## config.mk

```make
export PLATFORM = sky130hd
export DESIGN_NAME = maxpool2d_stream
export DESIGN_NICKNAME = d
export VERILOG_FILES = /design/src/rtl/maxpool2d_stream.sv
export SDC_FILE = /design/constraint.sdc
export NUM_CORES = 1
export LEC_CHECK = 0
export ABC_CLOCK_PERIOD_IN_PS = 3500
export BUFFER_PORTS_ARGS = -buffer_cell sky130_fd_sc_hd__buf_2
export CAP_MARGIN = 5
export CORE_MARGIN = 2
export CORE_UTILIZATION = 42
export CTS_BUF_LIST = sky130_fd_sc_hd__clkbuf_4 sky130_fd_sc_hd__clkbuf_8
export DETAILED_ROUTE_END_ITERATION = 10
export GPL_ROUTABILITY_DRIVEN = 0
export PLACE_DENSITY = 0.67
export SYNTH_ARGS = -nofsm -noshare
export SYNTH_HDL_FRONTEND = slang
export SYNTH_SLANG_ARGS = --single-unit
```

## constraint.sdc

```tcl
create_clock -name clk -period 3.5 [get_ports clk]
set_input_delay 0.7 -clock clk [delete_from_list [all_inputs] [get_ports clk]]
set_output_delay 0.7 -clock clk [all_outputs]
set_load 0.005 [all_outputs]
```

## src/rtl/maxpool2d_stream.sv

```systemverilog
// maxpool2d_stream: streaming 2x2/stride-2 max pooling over a raster pixel stream; optional fused ReLU via MAXPOOL_RELU_EN
module maxpool2d_stream #(
  parameter int DATA_W   = 8,
  parameter int CHANNELS = 2,
  parameter int IMG_W    = 6,
  parameter int IMG_H    = 6
) (
  input  logic                       clk,
  input  logic                       rst_n,
  input  logic                       clear,
  input  logic                       in_valid,
  output logic                       in_ready,
  input  logic [CHANNELS*DATA_W-1:0] in_data,
  output logic                       out_valid,
  input  logic                       out_ready,
  output logic [CHANNELS*DATA_W-1:0] out_data,
  output logic                       out_last
);
  localparam int W   = CHANNELS * DATA_W;
  localparam int XW  = $clog2(IMG_W);
  localparam int YW  = $clog2(IMG_H);
  localparam int LW  = IMG_W / 2;
  localparam int LIW = LW > 1 ? $clog2(LW) : 1;
  logic [XW-1:0]  x;
  logic [YW-1:0]  y;
  logic [W-1:0]   hold, px, pair, quad;
  logic [W-1:0]   lb [LW];
  logic [LIW-1:0] li;
  logic           acc, x_end;
  assign in_ready = !clear && (!out_valid || out_ready);
  assign acc      = in_valid && in_ready;
  assign li       = LIW'(x >> 1);
  assign x_end    = x == XW'(IMG_W - 1);
  for (genvar c = 0; c < CHANNELS; c++) begin : g_ch
    logic [DATA_W-1:0] h, p, l, m;
`ifdef MAXPOOL_RELU_EN
    assign px[c*DATA_W +: DATA_W] = in_data[c*DATA_W+DATA_W-1] ? '0 : in_data[c*DATA_W +: DATA_W];
`else
    assign px[c*DATA_W +: DATA_W] = in_data[c*DATA_W +: DATA_W];
`endif
    assign h = hold[c*DATA_W +: DATA_W];
    assign p = px[c*DATA_W +: DATA_W];
    assign l = lb[li][c*DATA_W +: DATA_W];
    assign m = h > p ? h : p;
    assign pair[c*DATA_W +: DATA_W] = m;
    assign quad[c*DATA_W +: DATA_W] = m > l ? m : l;
  end
  // raster counters, even-column hold register and registered pooled output
  always_ff @(posedge clk or negedge rst_n)
    if (!rst_n) begin
      x         <= '0;
      y         <= '0;
      hold      <= '0;
      out_valid <= 1'b0;
      out_last  <= 1'b0;
      out_data  <= '0;
    end else if (clear) begin
      x         <= '0;
      y         <= '0;
      out_valid <= 1'b0;
      out_last  <= 1'b0;
    end else begin
      if (acc) begin
        x <= x_end ? '0 : x + 1'b1;
        if (x_end) y <= y == YW'(IMG_H - 1) ? '0 : y + 1'b1;
        if (!x[0]) hold <= px;
      end
      if (acc && x[0] && y[0]) begin
        out_data  <= quad;
        out_valid <= 1'b1;
        out_last  <= x == XW'(2 * LW - 1) && y == YW'(2 * (IMG_H / 2) - 1);
      end else if (out_ready) begin
        out_valid <= 1'b0;
        out_last  <= 1'b0;
      end
    end
  // line buffer keeps the horizontal pair max of each even row for the row below
  always_ff @(posedge clk)
    if (acc && x[0] && !y[0]) lb[li] <= pair;
endmodule
```

==> results of run 1 <==
## stage by stage
stage                     setup slack (ns)  cell area, sq um  instances  hold slack [ns]  total power, W
after floorplan                   -0.08896              4628        377           0.4044        0.001784
after global placement             -0.1283              5301        585           0.4906        0.002070
after detailed placement           -0.2049              5301        585           0.4933        0.002107
after CTS                           0.1926              5520        601           0.5075        0.002881
after global routing              0.006297              5530        601           0.5324        0.003026
final                               0.1713              5530        601           0.4891        0.002856
## cell type report
type,instances,share of cell area [%]
clock buffers,9,2.240
repair buffers,89,10.84
inverters,21,1.561
flip-flops and latches,88,44.16
multi-input cells,251,36.40
clock inverters,7,1.719
well taps,136,3.077
## Yosys cell counts (all sizes together)
library cell	number	area, sq um
edfxtp	48	1441
dfrtp	40	1001
a21oi	36	180.2
ha	32	400.4
nand2	25	93.84
nor2	24	90.09
mux2	23	266.5
inv	21	78.83
mux2i	19	190.2
o21ai	15	75.07
buf	12	67.56
a31o	9	78.83
nand4	9	56.30
o211ai	9	67.56
o31ai	9	67.56
nand3	7	35.03
a22o	5	43.79
clkbuf	5	18.77
nor2b	5	31.28
nand2b	2	15.02
nand3b	2	15.01
nor3	2	10.01
o21bai	2	15.01
a211oi	1	7.510
and2	1	6.260
nand4b	1	8.760
nor3b	1	7.510
nor4	1	6.260
nor4b	1	8.760
o211a	1	10.01
o21a	1	7.510
o22a	1	8.760
o22ai	1	6.260
o31a	1	8.760
o32ai	1	27.53
o41ai	1	8.760
or2	1	6.260
or3	1	6.260
xor2	1	8.760
## final timing paths
| path | from | endpoint | slack, ns | cells after the start |
|---|---|---|---|---|
| min in group clk | out_data[7]$_DFFE_PN0P_ | out_data[7]$_DFFE_PN0P_ | 0.51 | 1 |
| max in group asynchronous | rst_n | out_data[3]$_DFFE_PN0P_ | 2.41 | 1 |
| min | rst_n | hold[12]$_DFFE_PN0P_ | 0.49 | 1 |
| min reg2reg | out_data[7]$_DFFE_PN0P_ | out_data[7]$_DFFE_PN0P_ | 0.51 | 1 |
| max reg2reg | hold[1]$_DFFE_PN0P_ | out_data[4]$_DFFE_PN0P_ | 0.22 | 15 |
| max | in_data[5] | out_data[4]$_DFFE_PN0P_ | 0.17 | 17 |
## flip-flops by register name, summed over array words and instances, names as in the netlist
signal	flops
out_valid	1
lb	48
y	3
out_data	16
out_last	1
x	3
hold	16
## routing by layer
metal | track usage [%] | routed length [um] | vias up
met5 | 0 | 0 | -
met2 | 29.16 | 4576 | 53
met4 | 6.679 | 107 | 0
li1 | - | - | 1568
met3 | 3.087 | 333 | 7
met1 | 23.05 | 4367 | 1584
## cells by family (layout without fill, tap and decap cells)
| group | Yosys count | in the layout |
|---|---|---|
| muxes | 42 | 42 |
| DFF | 88 | 88 |
| AOI/OAI and AO/OA | 93 | 93 |
| buffers and inverters | 38 | 126 |
| xor gates and xnor gates | 1 | 1 |
| and+or+nand+nor | 83 | 83 |
| adders and majority gates | 32 | 32 |
## cell usage in the layout, fill, tap and decap left out, types with 2 or more instances in the layout
master      n
inv_1      19
o21bai_1    2
nor2_1     24
mux2i_1    19
o31ai_1     8
a21oi_1    31
buf_4      47
buf_12      2
bufinv_16   2
nor2b_1     5
nand2_1    25
a31o_1      2
nand3_1     7
mux2_4      6
mux2_2     17
edfxtp_1   48
ha_4        5
a21oi_2     5
buf_2      39
o21ai_0     8
clkbuf_8    9
a31o_2      7
ha_1       27
a22o_1      5
nand3b_1    2
o21ai_1     6
o211ai_1    9
clkinv_4    2
dfrtp_1    40
nand4_1     9
## power groups by stage
stage | clock network (W) | registers (W) | logic [W]
floorplan | 0 | 0.00124 | 0.000545
global placement | 0 | 0.00125 | 0.000819
detailed placement | 0 | 0.00125 | 0.000855
CTS | 0.000792 | 0.00123 | 0.000859
global route | 0.000826 | 0.00124 | 0.000962
finish | 0.000769 | 0.00123 | 0.000858
==> impl_metrics.csv, run 1 <==
group,metric,value,unit
logic_synthesis,synth_top_family_by_area,"compound AO/OA/AOI/OAI gates",
logic_synthesis,syn_area_per_cell,11.89,sq um
placement,hpwl,7031,um
power_and_ir_drop,seqPwrFrac,43.0,%
setup_path,crit_path_end_kind,"flop",
power_and_ir_drop,combPwrFrac,30.0,%
final_layout,drive_above_1_share,33.55,%
logic_synthesis,syn-num-nets,430,
die,fp.dieH,107.3,um
power_and_ir_drop,leakagePower,2.334,nW
cts,postCtsResizedCells,0,
die,die_w,107.3,um
power_and_ir_drop,switchingPower,0.0008281,W
sta,clock.fmax,0.3004,GHz
sta,period_needed,3.329,ns
logic_synthesis,synth-simple-area-share,8.847,%
final_layout,seq_area,2442,sq um
cts,cts_hold_buf,0,
sta,finalCritPeriodShare,95.11,%
final_layout,antennaDiodeCount,0,
sta,tightest_slew,0.9590,ns
power_and_ir_drop,clock_power_share,26.9,%
sta,setup_violations,0,
final_layout,post-route-util,53.57,%
global_routing,antenna_found_initial,0,
power_and_ir_drop,vdd_drop_max,260.9,uV
route,drt_iter0_drc,176,
run_status,outcome,"complete, no violations",
route,vias_per_cell,5.344,
route,drc,0,
route,via_count,3212,
cts,clock_sinks,88,
setup_path,slowest_delay,0.32,ns
power_and_ir_drop,sw_frac_of_total,29.00,%
cts,numCtsBuffers,9,
run,cap_viol_max_count,0,
route,wl,9386,um
die,start_util,43.43,%
setup_path,critPathKind,"input pin to flop",
final_layout,fill_cells,900,
cts,cts_tree,"built",
power_and_ir_drop,powerDensity,516.4,nW/um^2
setup_path,crit_path_top_delay_cell,"ha_1",
setup_path,worstPathCellList,"buf_2 -> inv_1 -> ha_1 -> a21oi_2 -> o21ai_0 -> o31a_1 -> and2_2 -> buf_12 -> o21ai_4 -> ha_1 -> nor2b_1 -> o211ai_1 -> a21oi_2 -> o22a_1 -> buf_4 -> o31ai_2 -> a31o_1",
logic_synthesis,ys_warn_count,0,
sta,rsz0062_at_grt,"false",
setup_path,cp.arrival,3.63,ns
global_routing,grt_max_degree,41,
cts,cts_buffer_depth,2,
final_layout,multiInputGateArea,2013,sq um
logic_synthesis,syn_area,4483,sq um
cts,clockRootBuffer,"clkbuf_8",
sta,setup_tns,0,ns
die,io_pins,40,
setup_path,startpoint_type,"input pin",
die,coreArea,10320,sq um
sta,report.final.slew_viol_count,0,
setup_path,critPathTopFamily,"compound AO/OA/AOI/OAI gates",
final_layout,area_growth,23.36,%
logic_synthesis,synth_compound_area_share,13.68,%
route,wl_per_cell,15.62,um
global_routing,gr-total-overflow,0,
logic_synthesis,synth_fa_ha_area_share,8.931,%
sta,hold_violations,0,
cts,clkLatencyLatePin,0.36,ns
cts,post-cts-setup-buffers,0,
final_layout,nNetsFinal,513,
logic_synthesis,ys_seq_elements,88,
sta,slew_headroom,36.07,%
route,detail-route-antenna-nets,0,
cts,path_clk_slew,0.09,ns
global_routing,grtUsageTotal,17.58,%
setup_path,required,3.80,ns
logic_synthesis,ys_seq_area_share,54.48,%
power_and_ir_drop,intPower,0.002028,W
logic_synthesis,synth.area.mux_share,10.19,%
global_routing,grt_pass1_vias,3228,
hold_path,hp-class,"input pin to async pin",
route,drt-pass1-iter-count,4,
logic_synthesis,syn_inst,377,
logic_synthesis,synth_xor_area_share,0.1954,%
die,dieArea,11520,sq um
setup_path,cp.buffers_inverters,4,
sta,finClkSkew,0.01297,ns
setup_path,crit_fanout,11,
cts,h-tree-depth,3,
placement,portBuffers,39,
die,rows,37,
global_routing,grt_pass1_wl,15690,um
logic_synthesis,synth_cell_types,44,
No activity file was read; power rests on OpenSTA's default activity.
==> run 2, diff against run 1 <==
Settings changed: ABC_AREA set to 1.
==> run 2 against run 1 <==
  * Worst hold slack worse by 0.0087 ns
  * Maximum frequency grew 5.9%
  * Final area decreased by 4.3%
  * Register-to-register slack improved by 0.22 ns
  * Non-clock buffer count down 45
  * Power is 4.9% lower
  * Die area grew 5.7%
  * Sequential cell count is the same
  * Synthesized cell count grew 36%
  * Sequential share of layout area up 2.0 points
  * Area after synthesis is 5.9% higher
  * Count of clock-buffer cells in the layout increased by 4
==> impl_metrics.csv, run 2 <==
group,metric,value,unit
route,drc,0,
final_layout,largest_reg_flops,48,
logic_synthesis,syn_inst,512,
sta,setup_tns,0,ns
setup_path,crit_path_top_delay_cell,"a21oi_2",
cts,cts_buffer_depth,2,
sta,report.final.slew_viol_count,0,
sta,finClkSkew,0.007826,ns
power_and_ir_drop,vdd_drop_max,221.7,uV
final_layout,final_common_cell,"nand2_1",
sta,finalCritPeriodShare,89.85,%
global_routing,grtUsageTotal,18.35,%
logic_synthesis,synth_common_cells,"nand2_1 (153), inv_1 (61), edfxtp_1 (48)",
setup_path,r2r_slack,0.44,ns
cts,numCtsBuffers,9,
cts,post-cts-setup-buffers,0,
setup_path,required,3.74,ns
setup_path,critPathKind,"input pin to flop",
route,drt_iter0_drc,235,
final_layout,antennaDiodeCount,0,
power_and_ir_drop,powerDensity,513.0,nW/um^2
sta,fin_ws,0.3553,ns
logic_synthesis,syn_area,4748,sq um
logic_synthesis,synth_top_area_cell,"edfxtp_1",
sta,slew_headroom,38.21,%
logic_synthesis,ys_warn_count,0,
hold_path,hp-class,"input pin to async pin",
setup_path,r2r_cells,19,
final_layout,nNetsFinal,610,
die,fp.dieH,110.3,um
logic_synthesis,synth_cell_types,29,
cts,h-tree-depth,3,
die,dieArea,12170,sq um
sta,period_needed,3.145,ns
die,rows,38,
run_status,outcome,"complete, no violations",
run,cap_viol_max_count,0,
cts,cts_tree,"built",
cts,clockRootBuffer,"clkbuf_8",
logic_synthesis,synthArstFlopShare,45.45,%
logic_synthesis,synth_top_area_share,30.36,%
global_routing,antenna_found_initial,0,
cts,postCtsResizedCells,0,
sta,hold_violations,0,
die,coreArea,10940,sq um
final_layout,top_regs,"lb: 48 flops, hold: 16 flops, out_data: 16 flops",
route,vias_per_cell,5.088,
setup_path,critPathTopFamily,"simple AND/OR/NAND/NOR gates",
global_routing,grt_pass1_vias,3538,
power_and_ir_drop,leakagePower,2.628,nW
cts,cts_hold_buf,0,
global_routing,grt_max_degree,41,
logic_synthesis,synth-main-ff-cell,"edfxtp_1",
cts,clock_sinks,88,
die,die_w,110.3,um
route,drt-pass1-iter-count,4,
placement,portBuffers,39,
final_layout,drive_above_1_share,19.22,%
die,io_pins,40,
logic_synthesis,ys_seq_area_share,51.44,%
final_layout,area_growth,11.46,%
sta,setup_violations,0,
die,start_util,43.42,%
sta,tightest_slew,0.9268,ns
setup_path,cp.arrival,3.39,ns
placement,hpwl,7384,um
logic_synthesis,synth_area_leaders,"edfxtp_1 (30%), dfrtp_1 (21%), nand2_1 (12%)",
final_layout,final_cell_mix,"nand2_1 (153), inv_1 (61), edfxtp_1 (48)",
sta,rsz0062_at_grt,"false",
global_routing,grt_pass1_wl,17020,um
setup_path,slowest_delay,0.37,ns
setup_path,startpoint_type,"input pin",
placement,dpl_worst_slack,0.004069,ns
setup_path,cp.buffers_inverters,4,
logic_synthesis,synth-edff-count,48,
route,wl,9989,um
sta,clock.fmax,0.3180,GHz
setup_path,cp.depth,21,
route,detail-route-antenna-nets,0,
setup_path,crit_path_end_kind,"flop",
final_layout,top_register,"lb",
logic_synthesis,ys_seq_elements,88,
cts,path_clk_slew,0.08,ns
global_routing,gr-total-overflow,0,
route,via_count,3572,
setup_path,worstPathCellList,"buf_2 -> inv_1 -> ha_1 -> nand2_1 -> nor2_2 -> nand4_2 -> nand2_2 -> nand2_1 -> nand2_1 -> inv_1 -> ha_1 -> inv_1 -> nand2_1 -> nand2_1 -> nand2_1 -> nand2_1 -> nand2_1 -> a21oi_2 -> nand3_1 -> nand2_1 -> nand2_1",
cts,clkLatencyLatePin,0.36,ns
logic_synthesis,syn-num-nets,565,
setup_path,crit_fanout,9,
power_and_ir_drop,p_total,0.002715,W
logic_synthesis,synth.most_common_cell,"nand2_1",
setup_path,crit_top_cell,"nand2_1",
logic_synthesis,syn_area_per_cell,9.274,sq um
route,wl_per_cell,14.23,um
run 2: path summary, 6_finish.rpt:
kind / from / end
min in group clk: out_data[14]$_DFFE_PN0P_ / out_data[14]$_DFFE_PN0P_
worst min-delay path: rst_n / out_data[3]$_DFFE_PN0P_
worst min register to register: out_data[14]$_DFFE_PN0P_ / out_data[14]$_DFFE_PN0P_
worst max register to register: hold[7]$_DFFE_PN0P_ / out_data[7]$_DFFE_PN0P_
max in group asynchronous: rst_n / out_data[13]$_DFFE_PN0P_
worst max-delay path: in_data[7] / out_data[7]$_DFFE_PN0P_
run 2: cell type report:
type / count / area (sq um)
Timing Repair Buffer: 44 / 232.7
Tap cell: 140 / 175.2
Sequential cell: 88 / 2442
Fill cell: 1020 / 5643
Clock buffer: 13 / 160.2
Inverter: 66 / 252.7
Multi-Input combinational cell: 348 / 1963
Clock inverter: 3 / 66.31
run 2: cell families (layout without fill, tap and decap cells):
| logic type | count (synthesis) | in the layout | synth area share (%) |
|---|---|---|---|
| and+or+nand+nor | 232 | 232 | 21.79 |
| DFF | 88 | 88 | 51.44 |
| AOI/OAI and AO/OA | 84 | 84 | 11.12 |
| buffers and inverters | 76 | 126 | 7.220 |
| adders and majority gates | 32 | 32 | 8.432 |
run 2: report_power, final:
part           internal, W  total [W]  switching, W
registers          0.00119    0.00123     0.0000436
logic             0.000235   0.000693      0.000458
clock network     0.000447   0.000789      0.000343
run 2: layer usage:
metal	global-route usage, %	share of wire (%)	vias up
met1	24.79	47	1709
met4	6.339	1.6	0
met3	2.704	3.2	13
met2	30.28	48	69
met5	0	0	-
li1	-	-	1781
run 2: metrics by stage:
step | cells | hold WS [ns] | area (sq um) | util [%]
6_report | 702 | 0.4804 | 5293 | 48.40
5_1_grt | 702 | 0.5072 | 5293 | 48.40
4_1_cts | 702 | 0.4849 | 5293 | 48.40
3_5_place_dp | 686 | 0.4641 | 5066 | 46.33
3_3_place_gp | 686 | 0.4590 | 5066 | 46.33
2_1_floorplan | 512 | 0.4044 | 4748 | -
run 2: worst register-to-register path, delay by kind of cell (launching register included):
family	cells	cell delay, ns
compound gates	1	0.37
fa+ha+maj	2	0.50
buf+inv	2	0.12
flops	1	0.40
simple gates	14	1.54
